### config.mk
export PLATFORM = sky130hd
export DESIGN_NAME = frame_pacer_flat
export DESIGN_NICKNAME = d
export VERILOG_FILES = /design/src/rtl/neopixel_pkg.sv /design/src/rtl/frame_pacer_if.sv /design/src/rtl/frame_pacer_rate_tick_gen.sv /design/src/rtl/frame_pacer.sv /design/src/flat_wrapper.sv
export SDC_FILE = /design/constraint.sdc
export NUM_CORES = 1
export LEC_CHECK = 0
export BUFFER_PORTS_ARGS = -buffer_cell sky130_fd_sc_hd__buf_2
export CAP_MARGIN = 20
export CORE_ASPECT_RATIO = 1.5
export CORE_MARGIN = 2
export CORE_UTILIZATION = 40
export DETAILED_ROUTE_END_ITERATION = 8
export GPL_TIMING_DRIVEN = 0
export SETUP_SLACK_MARGIN = 0.2
export SYNTH_ARGS = -nofsm -noshare
export SYNTH_HDL_FRONTEND = slang
export SYNTH_SLANG_ARGS = --single-unit
### constraint.sdc
create_clock -name clk_in -period 6.1 [get_ports clk_in]
set_clock_uncertainty 0.2 [all_clocks]
set_input_delay 1.525 -clock clk_in [delete_from_list [all_inputs] [get_ports clk_in]]
set_output_delay 1.525 -clock clk_in [all_outputs]
set_load 0.01 [all_outputs]
### src/rtl/neopixel_pkg.sv
// Shared NeoPixel definitions: pacer FSM encoding, accumulator width and drop
// counter limit, plus the saturating increment used by the drop counter.
package neopixel_pkg;

    localparam int ACC_W = 32;
    localparam logic [7:0] DROP_MAX = 8'hff;

    typedef enum logic [1:0] {
        IDLE = 2'd0,
        REQ  = 2'd1,
        BUSY = 2'd2
    } pacer_state_e;

    function automatic logic [7:0] sat_inc(input logic [7:0] v);
        return (v == DROP_MAX) ? v : v + 8'd1;
    endfunction

endpackage

### src/rtl/frame_pacer_if.sv
// Render handshake between frame_pacer (master) and the LED frame renderer (slave).
// frame_req_out is a level held until the renderer returns frame_ack_in; the
// renderer later returns a one-cycle frame_done_in when the frame is finished.
interface frame_pacer_if;

    logic frame_req_out;
    logic frame_ack_in;
    logic frame_done_in;

    modport master (
        output frame_req_out,
        input  frame_ack_in,
        input  frame_done_in
    );

    modport slave (
        input  frame_req_out,
        output frame_ack_in,
        output frame_done_in
    );

endinterface

### src/rtl/frame_pacer_rate_tick_gen.sv
// Phase-accumulator rate generator: emits a registered one-cycle tick at an
// average of fps_sel_in ticks per CLK_FREQ cycles; fps_sel_in == 0 freezes acc.
module rate_tick_gen
    import neopixel_pkg::*;
#(
    parameter int unsigned CLK_FREQ = 100_000_000
) (
    input  logic       clk_in,
    input  logic       rst_in,
    input  logic [7:0] fps_sel_in,
    output logic       tick_out
);

    localparam logic [ACC_W:0] MODULUS = (ACC_W + 1)'(CLK_FREQ);

    logic [ACC_W-1:0] acc;
    logic [ACC_W:0]   sum;
    logic             wrap;

    // One guard bit keeps acc + fps from overflowing before the compare.
    assign sum  = {1'b0, acc} + {{(ACC_W - 7){1'b0}}, fps_sel_in};
    assign wrap = (sum >= MODULUS);

    always_ff @(posedge clk_in) begin
        if (rst_in) begin
            acc      <= '0;
            tick_out <= 1'b0;
        end else begin
            tick_out <= wrap;
            acc      <= wrap ? ACC_W'(sum - MODULUS) : sum[ACC_W-1:0];
        end
    end

endmodule

### src/rtl/frame_pacer.sv
// Frame-rate pacer and render handshake master. Optional busy watchdog is
// built when FRAME_PACER_WATCHDOG_EN is defined; otherwise timeout_out is 0.
module frame_pacer
    import neopixel_pkg::*;
#(
    parameter int unsigned CLK_FREQ   = 100_000_000,
    parameter logic [31:0] WDT_CYCLES = 32'd50_000_000
) (
    input  logic          clk_in,
    input  logic          rst_in,
    input  logic [7:0]    fps_sel_in,
    frame_pacer_if.master rnd,
    output logic          pulse_out,
    output logic          busy_out,
    output logic [7:0]    drop_cnt_out,
    output logic          timeout_out,
    output pacer_state_e  state_out
);

    pacer_state_e state;
    logic         tick;
    logic         req_q;

    rate_tick_gen #(
        .CLK_FREQ (CLK_FREQ)
    ) u_tick (
        .clk_in     (clk_in),
        .rst_in     (rst_in),
        .fps_sel_in (fps_sel_in),
        .tick_out   (tick)
    );

    assign rnd.frame_req_out = req_q;
    assign state_out         = state;

`ifdef FRAME_PACER_WATCHDOG_EN
    logic [31:0] wdt_cnt;
    logic        wdt_expire;

    assign wdt_expire = (wdt_cnt == WDT_CYCLES - 32'd1);
`else
    logic unused_wdt_cycles;

    assign unused_wdt_cycles = ^WDT_CYCLES;
    assign timeout_out       = 1'b0;
`endif

    always_ff @(posedge clk_in) begin
        if (rst_in) begin
            state        <= IDLE;
            req_q        <= 1'b0;
            pulse_out    <= 1'b0;
            busy_out     <= 1'b0;
            drop_cnt_out <= '0;
`ifdef FRAME_PACER_WATCHDOG_EN
            timeout_out  <= 1'b0;
            wdt_cnt      <= '0;
`endif
        end else begin
            pulse_out <= 1'b0;
            // A tick while a frame is outstanding is lost, never queued.
            if (tick && (state != IDLE)) begin
                drop_cnt_out <= sat_inc(drop_cnt_out);
            end
            case (state)
                IDLE: begin
                    if (tick) begin
                        state    <= REQ;
                        req_q    <= 1'b1;
                        busy_out <= 1'b1;
                    end
                end
                REQ: begin
                    if (rnd.frame_ack_in) begin
                        state <= BUSY;
                        req_q <= 1'b0;
`ifdef FRAME_PACER_WATCHDOG_EN
                        wdt_cnt <= '0;
`endif
                    end
                end
                BUSY: begin
                    if (rnd.frame_done_in) begin
                        state     <= IDLE;
                        pulse_out <= 1'b1;
                        busy_out  <= 1'b0;
                    end
`ifdef FRAME_PACER_WATCHDOG_EN
                    else if (wdt_expire) begin
                        state       <= IDLE;
                        busy_out    <= 1'b0;
                        timeout_out <= 1'b1;
                    end else begin
                        wdt_cnt <= wdt_cnt + 32'd1;
                    end
`endif
                end
                default: begin
                    state    <= IDLE;
                    req_q    <= 1'b0;
                    busy_out <= 1'b0;
                end
            endcase
        end
    end

endmodule

### src/flat_wrapper.sv
// flat-port wrapper written by rule: the top's interface ports become plain ports
module frame_pacer_flat import neopixel_pkg::*;
#(
    parameter int unsigned CLK_FREQ   = 100_000_000,
    parameter logic [31:0] WDT_CYCLES = 32'd50_000_000
)
  (clk_in, rst_in, fps_sel_in, pulse_out, busy_out, drop_cnt_out, timeout_out, state_out, rnd_frame_req_out, rnd_frame_ack_in, rnd_frame_done_in);
  frame_pacer_if rnd_i ();
  input  logic clk_in;
  input  logic rst_in;
  input  logic [7:0] fps_sel_in;
  output logic pulse_out;
  output logic busy_out;
  output logic [7:0] drop_cnt_out;
  output logic timeout_out;
  output pacer_state_e state_out;
  output wire logic [$bits(rnd_i.frame_req_out)-1:0] rnd_frame_req_out;
  input wire logic [$bits(rnd_i.frame_ack_in)-1:0] rnd_frame_ack_in;
  input wire logic [$bits(rnd_i.frame_done_in)-1:0] rnd_frame_done_in;
  assign rnd_frame_req_out = rnd_i.frame_req_out;
  assign rnd_i.frame_ack_in = rnd_frame_ack_in;
  assign rnd_i.frame_done_in = rnd_frame_done_in;
  frame_pacer #(.CLK_FREQ(CLK_FREQ), .WDT_CYCLES(WDT_CYCLES)) u_core (.clk_in(clk_in), .rst_in(rst_in), .fps_sel_in(fps_sel_in), .rnd(rnd_i), .pulse_out(pulse_out), .busy_out(busy_out), .drop_cnt_out(drop_cnt_out), .timeout_out(timeout_out), .state_out(state_out));
endmodule
Word level (Yosys, flattened, before mapping)
Cells that the tools add are included.
{"block": "totals", "output_inout_bits": 14, "reg_bits": 46, "elab_cells": 39}
{"block": "op_classes", "n_lt_le_gt_ge": 1, "eq_ne": 6, "muxes": 11, "bitwise_logic": 3, "add_sub_neg": 3, "reduce_logical": 8}
{"operator": "adder 32 x 8 -> 33 bit", "n": 1}
{"operator": ">= comparator 33 x 27 -> 1 bit, second input constant", "n": 1}
{"operator": "2-to-1 mux 32 bit", "n": 1}
{"operator": "subtractor 32 x 27 -> 32 bit, second input constant", "n": 1}
{"operator": "AND reduction 3 bit", "n": 3}
{"operator": "adder 8 x 1 -> 8 bit, second input constant", "n": 1}
{"operator": "equality test 8 bit, second input constant", "n": 1}
{"operator": "2-to-1 mux 2 bit", "n": 3}
{"operator": "!= test 2 bit, second input constant", "n": 3}
{"operator": "one-hot mux 1 bit (3 select lines)", "n": 2}
{"operator": "one-hot mux 2 bit (3 select lines)", "n": 1}
{"operator": "2-to-1 mux 1 bit", "n": 4}
{"operator": "inverter 1 bit", "n": 3}
{"operator": "equality test 2 x 1 -> 1 bit, second input constant", "n": 1}
{"operator": "equality test 2 bit, second input constant", "n": 1}
{"operator": "logical NOT 2 bit", "n": 1}
{"operator": "AND reduction 2 bit", "n": 1}
{"operator": "nonzero test 2 bit", "n": 1}
{"operator": "OR reduction 2 bit", "n": 1}
{"operator": "logical AND 1 bit", "n": 1}

Logic depth before layout (Yosys ltp)
Gate-level depths: netlist (run 1).
{"block": "depth", "ltp_word": 3, "mapped_depth": 16}

Cells and area by module
From an unflattened synthesis (run 1), not the netlist that was laid out.
{"block": "hier_totals", "hier_cells": 405, "hier_area_um2": 3296.9}
{"mod": "rate_tick_gen", "instances": 1, "seq_area_each_um2": 660.6, "cells_each": 335, "area_per_inst_um2": 2701.3}
{"mod": "frame_pacer", "instances": 1, "seq_area_each_um2": 260.2, "cells_each": 70, "area_per_inst_um2": 595.6}

Least setup slack after synthesis (run 1)
OpenSTA, ideal clock, no wires.
{"block": "synth_path", "path_kind": "in2reg", "start": "in fps_sel_in[0]", "end": "reg u_core.u_tick.acc[26]", "path_slack_ns": 1.028, "arrival_time_ns": 4.794, "path_stages": 16, "setup_ns": 0.078, "cell_sequence": "ha_1 fa_1 a21o_1 a221oi_1 a21oi_1 xnor2_1 inv_1 ha_1 nand3_1 a211oi_1 nand3_1 or4_4 and4_4 buf_6 o31a_1 nor3_1"}
{"block": "synth_between", "elab_chain_cells": 3}
{"item": "start, declared", "line_no": "flat_wrapper.sv:11", "text": "input logic [7:0] fps_sel_in;"}
{"item": "adder 32 x 8 -> 33 bit (*)", "line_no": "frame_pacer_rate_tick_gen.sv:21", "text": "assign sum = {1'b0, acc} + {{(ACC_W - 7){1'b0}}, fps_sel_in};"}
{"item": "subtractor 32 x 27 -> 32 bit or >= comparator 33 x 27 -> 1 bit (tied branches)", "line_no": "frame_pacer_rate_tick_gen.sv:30, frame_pacer_rate_tick_gen.sv:22"}
{"item": "2-to-1 mux 32 bit (*)", "line_no": "frame_pacer_rate_tick_gen.sv:30", "text": "acc <= wrap ? ACC_W'(sum - MODULUS) : sum[ACC_W-1:0];"}
{"item": "end signal, assigned", "line_no": "frame_pacer_rate_tick_gen.sv:30"}
{"item": "end, declared", "line_no": "frame_pacer_rate_tick_gen.sv:16", "text": "logic [ACC_W-1:0] acc;"}
Every way passes the cells marked *; elsewhere a longest branch is shown, timed or not.
A chain may end at the register's enable or synchronous reset.

Final worst setup path (run 1)
{"block": "layout_path", "start": "in fps_sel_in[0]", "end": "reg u_core.u_tick.acc[12]"}
The elaborated chain is that of the path after synthesis.

==> results of run 1 <==
-- through the flow --
step                      cell area [sq um]  std cells  setup slack [ns]
after global routing                   3890        556             0.250
after CTS                              3890        556             0.593
after floorplan                        3470        417              1.03
after global placement                 3720        548             0.316
after detailed placement               3720        548             0.302
final                                  3890        556             0.616
-- worst reg2reg max path, stage by stage, from the launching register on --
cell and delay [ns]:
dfxtp_1 0.30, ha_1 0.21, fa_1 0.43, a21o_1 0.22, a221oi_1 0.39, a21oi_1 0.17
xnor2_1 0.23, inv_1 0.12, ha_1 0.14, nand3_1 0.07, a211oi_1 0.38, nand4_1 0.14
nor4_1 0.50, o21ai_1 0.28, a211oi_1 0.38, mux2i_1 0.21
-- worst min-delay path by stage --
stage                               end  slack [ns]                   start
global route        u_core.state_out[0]        0.33     u_core.state_out[1]
CTS                 u_core.state_out[0]        0.28     u_core.state_out[1]
finish              u_core.state_out[0]        0.28     u_core.state_out[1]
floorplan           u_core.state_out[0]        0.28  u_core.u_tick.tick_out
detailed placement  u_core.state_out[0]        0.27     u_core.state_out[1]
global placement    u_core.state_out[0]        0.27     u_core.state_out[1]
-- power by group --
part,internal [uW],leakage [uW],switching [uW]
Combinational,381,0.00105,593
Clock,194,0.0000771,130
Sequential,390,0.000378,70.8
-- final cells by class --
class	count	area, sq um
fill	862	4520
multi-input combinational	342	2410
sequential	46	921
tap	107	134
clock buffer	6	129
timing repair buffer	24	120
buffer	20	108
clock inverter	2	37.5
inverter	9	33.8
-- state kept, by name (all words and copies together), names as in the netlist --
signal	flops
u_core.state_out	2
u_core.busy_out	1
u_core.u_tick.tick_out	1
u_core.drop_cnt_out	8
u_core.pulse_out	1
u_core.u_tick.acc	32
u_core.rnd.frame_req_out	1
-- kinds of logic after synthesis --
group                      count (synthesis)  share of synthesized area
muxes                                     15                     0.0451
xor gates and xnor gates                  35                     0.0884
buffers and inverters                     29                     0.0407
DFF                                       46                      0.265
and+or+nand+nor                          171                      0.274
adders and majority gates                 12                     0.0454
other                                      1                    0.00108
AOI/OAI and AO/OA                        108                      0.240
-- cell usage in the layout (no fill, tap or decap), drive strengths merged, types with 10 or more instances in the layout --
master	instances
a211oi	10
a21oi	19
and3	10
buf	36
clkbuf	14
dfxtp	46
ha	11
mux2i	10
nand2	35
nand3	15
nand4	16
nor2	31
nor3	16
nor4	12
o21ai	17
xnor2	20
xor2	15
-- per-layer routing --
metal | track usage | wire length [microns] | vias up
met3 | 0.0268 | 259 | 20
met4 | 0.0964 | 305 | 0
met5 | 0 | 0 | -
li1 | - | - | 1640
met1 | 0.217 | 3790 | 1577
met2 | 0.393 | 5280 | 57
==> results by group, run 1 <==
Status
  – Status: completed

Power and ir drop
  – PD cells: 452 mW/mm^2
  – Pleak: ~0.0015 uW
  – Total power: 1760 uW
  – VDD IR max: 0.000196 V

Clock tree
  – CTS tree: yes
  – CTS Sinks: between 40 and 50
  – Clock Latency Late Sink: 0.30 ns
  – # Post-CTS Setup Buffers: 0
  – Number of CTS-inserted buffers: 5
  – Post-cts hold buffer count: 0
  – H-Tree Depth: 2
  – PostCTS Resize Cnt: 0
  – Clock root cell: clkbuf_16
  – CTS max path bufs: 2
  – CTS clk-pin slew, worst paths: 0.07 ns

Setup path
  – Startpoint types: input port
  – Crit path capture type: register
  – CP cell instances: buf_2, ha_1, fa_1, a21o_1, a221oi_1, a21oi_1, xnor2_1, inv_1, ha_1, nand3_1, a211oi_1, nand4_1, nor4_1, o21ai_1, a211oi_1, mux2i_1
  – CP delay by family, top: compound AO/OA/AOI/OAI gates
  – CP Max Fanout: 5
  – CP Launch Point: fps_sel_in[0]
  – Reg2reg end: u_core.u_tick.acc[12]
  – R2r setup slk: 1.66 ns
  – Critical path class: input port to register
  – Worst Path Buf+Inv: 2
  – Critical Path Stages: 16
  – Critical Path Sink: u_core.u_tick.acc[12]
  – Critical path required time: 6.13 ns
  – Critical R2R Launch: u_core.u_tick.acc[0]
  – Crit path DAT: 5.51 ns
  – Crit-path slowest cell: nor4_1
  – Worst Reg-to-Reg Cells: 15
  – Slowest stage delay, CP: 0.50 ns

Global routing
  – All-Layer GR Usage: 0.208
  – Vias in the first global route: 3,154
  – Pin count of the biggest net entering global routing: 15
  – Overflow left after global routing: 0
  – Initial antenna violation count: 0
  – First-pass GRT wire length: about 15 mm

Timing
  – Actual slew at the worst max-slew pin: 0.717 ns
  – Final Hold Fails: 0
  – Setup Viol. Count Final: 0
  – Fin. max-slew vios: 0
  – Final period demand of the worst path: approximately 5.5 ns
  – Hold Worst Slack: 0.277 ns
  – Final Cycle Share: 0.899
  – Relative slew margins: 0.519
  – Setup TNS: 0 ns
  – RSZ-0062 raised after global routing: no
  – Highest clock rate: 182 MHz

Detailed routing
  – Via count: 3,294
  – Via-per-instance ratio: 5.92
  – Antenna viol nets, final: 0
  – Final wirelength: ~9.6 mm
  – Detailed Routing Iterations Pass 1: 4
  – DR WL/cell: 17.3 microns
  – DRC viols: 0
  – DRT iter0 DRCs: 203

Yosys
  – Synth cell count leaders: dfxtp_1, nand2_1, nor2_1, xnor2_1, a21oi_1
  – Top post-synthesis cells by area: dfxtp_1, xnor2_1, ha_1
  – Register bit count reported by yosys: 46
  – Cell with the most instances after synthesis: dfxtp_1
  – Syn nets: 441
  – Post-synthesis cell area: 0.00347 sq mm
  – Avg Cell Area, Syn: 8.32 sq um
  – Share of Yosys cell area claimed by the top area cell type: 0.265
  – Ys async rst share: 0
  – Synth area leader: dfxtp_1
  – Mapped Cells: 417
  – Seq/Total Area, Yosys: 0.265
  – EDFF count, synth: 0
  – Top_reg_cell synth: dfxtp_1
  – Count of cell types in the netlist: 73
  – Yosys warns: 0

Hold path
  – Hold WC Path Type: register to register
  – Hold path depth: 1

Die
  – I/O pin cnt: 26
  – Die outline area: about 0.0095 sq mm
  – Core area: between 0.008 and 0.009 sq mm
  – Starting utilization of the core area: 0.412
  – Die X: between 80 and 90 microns
  – Rows: 41
  – Vert. Die Dim: around 120 microns

Job
  – Max Cap Viol: 0

Placement
  – Dpl hpwl: 7.54 mm
  – IO buf count: 24
  – RD Place Congestion: 0.886

Cells and area
  – Fin util: 0.462
  – Area delta synth->final: 12.1%
  – Layout cell share with drive strength beyond 1: 0.156
  – Nets@finish: about 470
  – Ant diodes: 0
Power figures use the tool's default switching activity.
==> run 2, diff against run 1 <==
- CORE_ASPECT_RATIO: 1.5 -> default
- CORE_MARGIN: 2 -> default
- CORE_UTILIZATION: 40 -> 61
- PLACE_DENSITY: default -> 0.81
==> run 2 against run 1 <==
Against the previous run:
- count of clock-buffer cells in the layout decreased by 1
- maximum frequency decreased by 2.6%
- flip-flop and latch count unchanged
- largest power group unchanged
- critical path depth unchanged
- global-route usage increased by 9.9 points
==> results by group, run 2 (synthesis results as in run 1) <==
Timing
  – Setup Viol. Count Final: 0 (unchanged)
  – Final Hold Fails: 0 (unchanged)
  – Actual slew at the worst max-slew pin: 0.703 ns (was 0.717 ns)
  – RSZ-0062 raised after global routing: no (unchanged)
  – Highest clock rate: 178 MHz (was 182 MHz)
  – Final Cycle Share: 0.923 (was 0.899)
  – Relative slew margins: 0.527 (was 0.519)
  – Final worst setup slack: 0.468 ns (was 0.616 ns)
  – Hold Worst Slack: 0.306 ns (was 0.277 ns)
  – Setup TNS: 0 ns (unchanged)
  – Fin. max-slew vios: 0 (unchanged)
  – Final period demand of the worst path: 5.63 ns (was 5.48 ns)

Detailed routing
  – Antenna viol nets, final: 0 (unchanged)
  – Met2 wire len: 4.22 mm (was 5.28 mm)
  – DRT iter0 DRCs: 250 (was 203)
  – Final wirelength: 9.03 mm (was 9.63 mm)
  – DRC viols: 0 (unchanged)
  – Via count: 3,402 (was 3,294)
  – Wire length on met3: 650 microns (was 259 microns)
  – Top Metal Used: met4 (unchanged)
  – WL met1: 3.99 mm (was 3.79 mm)
  – DR WL/cell: 17.3 microns (about the same)
  – Detailed Routing Iterations Pass 1: 6 (was 4)
  – Via-per-instance ratio: 6.53 (was 5.92)

Global routing
  – Vias in the first global route: 3,070 (was 3,154)
  – Initial antenna violation count: 0 (unchanged)
  – First-pass GRT wire length: 14.6 mm (was 15.2 mm)
  – All-Layer GR Usage: 0.306 (was 0.208)
  – Pin count of the biggest net entering global routing: 17 (was 15)
  – Overflow left after global routing: 0 (unchanged)

Placement
  – IO buf count: 24 (unchanged)
  – Dpl hpwl: 6.70 mm (was 7.54 mm)
  – Pre-CTS setup slack: 0.289 ns (was 0.302 ns)
  – RD Place Congestion: 0.954 (was 0.886)

Cells and area
  – Ant diodes: 0 (unchanged)
  – Commonest non-fill, non-tap cells in the layout: dfxtp_1, nand2_1, nor2_1, buf_2, xnor2_1 (unchanged)
  – Fillers: 475 (was 862)
  – Most common cell after layout, fill and taps aside: dfxtp_1 (unchanged)
  – Area delta synth->final: 8.76% (was 12.1%)
  – Reg with most FFs: u_core.u_tick.acc (unchanged)
  – Multi-input gate area in the final layout: 0.00241 sq mm (unchanged)
  – Nets@finish: 472 (unchanged)
  – Max reg flops: 32 (unchanged)
  – FF+latch area: 921 sq um (unchanged)
  – Layout cell share with drive strength beyond 1: 0.158 (was 0.156)

Hold path
  – Hold path depth: 1 (unchanged)
  – Hold WC Path Type: register to register (unchanged)

Clock tree
  – CTS Sinks: 46 (unchanged)
  – Clock Latency Late Sink: 0.32 ns (was 0.30 ns)
  – Clock root cell: clkbuf_8 (was clkbuf_16)
  – CTS tree: yes (unchanged)
  – Post-cts hold buffer count: 0 (unchanged)
  – # Post-CTS Setup Buffers: 0 (unchanged)
  – CTS clk-pin slew, worst paths: 0.10 ns (was 0.07 ns)
  – Number of CTS-inserted buffers: 5 (unchanged)
  – CTS max path bufs: 2 (unchanged)
  – PostCTS Resize Cnt: 0 (unchanged)
  – H-Tree Depth: 2 (unchanged)

Setup path
  – Startpoint types: input port (unchanged)
  – Crit path DAT: 5.69 ns (was 5.51 ns)
  – Crit path capture type: register (unchanged)
  – Crit-path slowest cell: nor4_1 (unchanged)
  – R2r setup slk: 1.48 ns (was 1.66 ns)
  – Critical path class: input port to register (unchanged)
  – Slowest stage delay, CP: 0.54 ns (was 0.50 ns)
  – CP Max Fanout: 5 (unchanged)
  – Worst Reg-to-Reg Cells: 15 (unchanged)
  – CP cell instances: buf_2, ha_1, fa_1, a21o_1, a221oi_1, a21oi_1, xnor2_1, inv_1, ha_1, nand3_1, a211oi_1, nand4_1, nor4_1, o21ai_1, a211oi_1, mux2i_1 (unchanged)
  – Critical path required time: 6.15 ns (was 6.13 ns)

Power and ir drop
  – VDD IR max: 0.000254 V (was 0.000196 V)
  – PD cells: 434 mW/mm^2 (was 452 mW/mm^2)
  – Total power: 1640 uW (was 1760 uW)
  – Pleak: 0.00147 uW (was 0.00150 uW)

Die
  – I/O pin cnt: 26 (unchanged)
  – Core area: 0.00551 sq mm (was 0.00841 sq mm)
  – Die outline area: 0.00599 sq mm (was 0.00945 sq mm)
  – Starting utilization of the core area: 0.630 (was 0.412)
  – Vert. Die Dim: 77.4 microns (was 118 microns)
  – Die X: 77.4 microns (was 80.0 microns)
  – Rows: 27 (was 41)

Job
  – Max Cap Viol: 0 (unchanged)

Status
  – Status: completed (unchanged)
## run 2: cell types whose count changed in the layout (fill, tap and decap cells not counted)
cell | previous run | this run
bufinv_16 | 1 | 0
clkbuf_8 | 0 | 5
clkbuf_16 | 5 | 0
clkbuf_1 | 9 | 8
inv_6 | 0 | 1
clkinv_4 | 0 | 1
## run 2: final cells by class
cell class,count,share of cell area
multi-input combinational,342,0.638
sequential,46,0.244
timing repair buffer,24,0.0318
buffer,20,0.0285
tap,72,0.0239
clock buffer,5,0.0182
inverter,9,0.00895
clock inverter,3,0.00663
## run 2: metal layers
layer | track usage | up-vias
li1 | - | 1634
met1 | 0.399 | 1624
met2 | 0.500 | 128
met3 | 0.0494 | 16
met4 | 0.126 | 0
met5 | 0 | -
## run 2: per-stage QoR
| stage | cells | cell area [sq um] | util |
|---|---|---|---|
| 2_1_floorplan | 417 | 3470 | - |
| 3_3_place_gp | 513 | 3680 | 0.668 |
| 3_5_place_dp | 513 | 3680 | 0.668 |
| 4_1_cts | 521 | 3770 | 0.685 |
| 5_1_grt | 521 | 3770 | 0.685 |
| 6_report | 521 | 3770 | 0.685 |
## run 2: path summary, 6_finish.rpt
kind | startpoint | to
setup / recovery | fps_sel_in[0] | u_core.u_tick.acc[12]
hold / removal | u_core.state_out[1] | u_core.state_out[0]
setup reg to reg | u_core.u_tick.acc[0] | u_core.u_tick.acc[12]
hold reg to reg | u_core.state_out[1] | u_core.state_out[0]
## run 2: worst max-delay path, delay by kind of cell
kind | cells | cell delay (ns)
muxes | 1 | 0.21
buffers and inverters | 2 | 0.24
and+or+nand+nor | 3 | 0.78
xor gates and xnor gates | 1 | 0.27
adders and majority gates | 3 | 0.79
AOI/OAI and AO/OA | 6 | 1.86
## run 2: power breakdown
part / internal [uW] / switching [uW]
Clock: 83.0 / 123
Sequential: 390 / 74.6
Combinational: 381 / 586
==> run 3, diff against run 2 <==
- CELL_PAD_IN_SITES_DETAIL_PLACEMENT: default -> 1
- CELL_PAD_IN_SITES_GLOBAL_PLACEMENT: default -> 1
- CORE_UTILIZATION: 61 -> 46
- PLACE_DENSITY: 0.81 -> default
- PLACE_DENSITY_LB_ADDON: default -> 0.1
==> run 3 against run 2 <==
Against the previous run:
- count of clock-buffer cells in the layout is the same
- via count shrank 0.44%
- sequential power is essentially flat
- highest routed layer unchanged
- largest cell class unchanged
- wire length grew 14%
- flip-flop and latch count is the same
- register-to-register slack lost 0.03 ns
- die area grew 32%
- first-iteration DRC count shrank 52%
- final cell count grew 5.2%
- hold slack gained 0.0034 ns
==> results by group, run 3 (synthesis results as in run 1) <==
Status
  – Status: completed (unchanged)

Setup path
  – CP Max Fanout: 9 (was 5)
  – R2r setup slk: 1.45 ns (was 1.48 ns)
  – Crit path DAT: 5.65 ns (was 5.69 ns)
  – Critical Path Sink: u_core.u_tick.acc[30] (was u_core.u_tick.acc[12])
  – Startpoint types: input port (unchanged)
  – Critical path required time: 6.07 ns (was 6.15 ns)
  – Critical path class: input port to register (unchanged)
  – CP Launch Point: fps_sel_in[0] (unchanged)
  – Critical R2R Launch: u_core.u_tick.acc[0] (unchanged)
  – Reg2reg end: u_core.u_tick.acc[30] (was u_core.u_tick.acc[12])
  – Crit path capture type: register (unchanged)
  – Worst Reg-to-Reg Cells: 16 (was 15)

Cells and area
  – Area delta synth->final: 11.2% (was 8.76%)
  – Fillers: 914 (was 475)
  – Layout cell share with drive strength beyond 1: 0.160 (was 0.158)
  – Max reg flops: 32 (unchanged)
  – Ant diodes: 0 (unchanged)
  – Most common cell after layout, fill and taps aside: dfxtp_1 (unchanged)
  – Multi-input gate area in the final layout: 0.00241 sq mm (about the same)
  – Nets@finish: 472 (unchanged)
  – Reg with most FFs: u_core.u_tick.acc (unchanged)
  – FF+latch area: 921 sq um (unchanged)
  – Layout Cells excl Fill: 548 (was 521)
  – Commonest non-fill, non-tap cells in the layout: dfxtp_1, nand2_1, nor2_1, buf_2, xnor2_1 (unchanged)

Die
  – Vert. Die Dim: 88.8 microns (was 77.4 microns)
  – Die X: 88.8 microns (was 77.4 microns)
  – Rows: 31 (was 27)
  – I/O pin cnt: 26 (unchanged)
  – Die outline area: 0.00789 sq mm (was 0.00599 sq mm)
  – Core area: 0.00725 sq mm (was 0.00551 sq mm)
  – Starting utilization of the core area: 0.478 (was 0.630)

Detailed routing
  – DRT iter0 DRCs: 119 (was 250)
  – Via count: 3,387 (was 3,402)
  – Via-per-instance ratio: 6.18 (was 6.53)
  – Final wirelength: 10.3 mm (was 9.03 mm)
  – DRC viols: 0 (unchanged)
  – DR WL/cell: 18.7 microns (was 17.3 microns)
  – Antenna viol nets, final: 0 (unchanged)
  – Detailed Routing Iterations Pass 1: 4 (was 6)

Timing
  – Final Hold Fails: 0 (unchanged)
  – RSZ-0062 raised after global routing: no (unchanged)
  – Actual slew at the worst max-slew pin: 0.623 ns (was 0.703 ns)
  – Highest clock rate: 176 MHz (was 178 MHz)
  – Final period demand of the worst path: 5.67 ns (was 5.63 ns)
  – Setup TNS: 0 ns (unchanged)
  – Relative slew margins: 0.581 (was 0.527)
  – Hold Worst Slack: 0.310 ns (was 0.306 ns)
  – Setup Viol. Count Final: 0 (unchanged)
  – Fin. max-slew vios: 0 (unchanged)
  – Final Cycle Share: 0.930 (was 0.923)

Power and ir drop
  – PD cells: 454 mW/mm^2 (was 434 mW/mm^2)
  – VDD IR max: 0.000223 V (was 0.000254 V)
  – Pleak: 0.00149 uW (was 0.00147 uW)

Clock tree
  – # Post-CTS Setup Buffers: 0 (unchanged)
  – CTS max path bufs: 2 (unchanged)
  – CTS tree: yes (unchanged)
  – Clock root cell: clkbuf_8 (unchanged)
  – Number of CTS-inserted buffers: 5 (unchanged)
  – CTS Sinks: 46 (unchanged)
  – CTS clk-pin slew, worst paths: 0.10 ns (about the same)
  – Clock Latency Late Sink: 0.31 ns (was 0.32 ns)
  – H-Tree Depth: 2 (unchanged)

Hold path
  – Hold WC Path Type: register to register (unchanged)

Global routing
  – All-Layer GR Usage: 0.272 (was 0.306)
  – Overflow left after global routing: 0 (unchanged)
  – Initial antenna violation count: 0 (unchanged)
  – Vias in the first global route: 3,249 (was 3,070)
  – First-pass GRT wire length: 16.2 mm (was 14.6 mm)
  – Pin count of the biggest net entering global routing: 16 (was 17)

Placement
  – RD Place Congestion: 0.932 (was 0.954)
  – DP Cell Count: 540 (was 513)
  – IO buf count: 24 (unchanged)
  – Dpl hpwl: 7.81 mm (was 6.70 mm)

Job
  – Max Cap Viol: 0 (unchanged)
==> run 3: worst min path at each step <==
stage,start,end,cells after the start
finish,u_core.state_out[1],u_core.state_out[0],1
global route,u_core.state_out[1],u_core.state_out[0],1
CTS,u_core.state_out[1],u_core.state_out[0],1
detailed placement,u_core.state_out[1],u_core.state_out[0],1
global placement,u_core.drop_cnt_out[7],u_core.drop_cnt_out[7],2
floorplan,u_core.u_tick.tick_out,u_core.state_out[0],2
==> run 3: worst max-delay path, stage by stage <==
cell,delay [ns]
buf_2,0.10
ha_1,0.23
fa_1,0.41
a21o_1,0.21
a221oi_1,0.44
a21oi_1,0.16
xnor2_1,0.22
inv_1,0.11
ha_1,0.17
nand3_1,0.09
a211oi_1,0.43
nand3_1,0.14
or4_4,0.51
and4_4,0.21
buf_6,0.14
nor4_1,0.42
nor3_1,0.13
==> run 3: stage by stage <==
stage,total power [uW],setup WS (ns),util,instance area (sq um)
3_5_place_dp,1440,0.184,0.512,3710
2_1_floorplan,1200,1.03,-,3470
5_1_grt,1870,0.256,0.532,3860
4_1_cts,1740,0.472,0.531,3850
3_3_place_gp,1400,0.252,0.512,3710
6_report,1750,0.428,0.532,3860
==> run 3: per-layer routing <==
metal,global-route usage,up-vias,wire (microns)
met5,0,-,0
met4,0.0821,0,174
met3,0.0420,15,410
met2,0.459,89,4800
met1,0.357,1648,4880
li1,-,1635,-
==> run 3: repair_timing <==
action,CTS,global route
resized for setup,0,1
setup endpoints to repair,0,1
hold buffers,0,0
==> run 3: final cells by class <==
cell class                      count  share of cell area
Clock inverter                      3              0.0178
Buffer                             20              0.0279
Sequential cell                    46               0.239
Timing Repair Buffer               24              0.0311
Clock buffer                        5              0.0178
Tap cell                           99              0.0321
Multi-Input combinational cell    342               0.626
Inverter                            9             0.00876
==> run 3: power by group <==
group          internal (uW)  leakage, uW  switching, uW  total [uW]
registers                390     0.000378           71.5         461
clock network            164    0.0000683            121         285
logic                    383      0.00105            621        1000
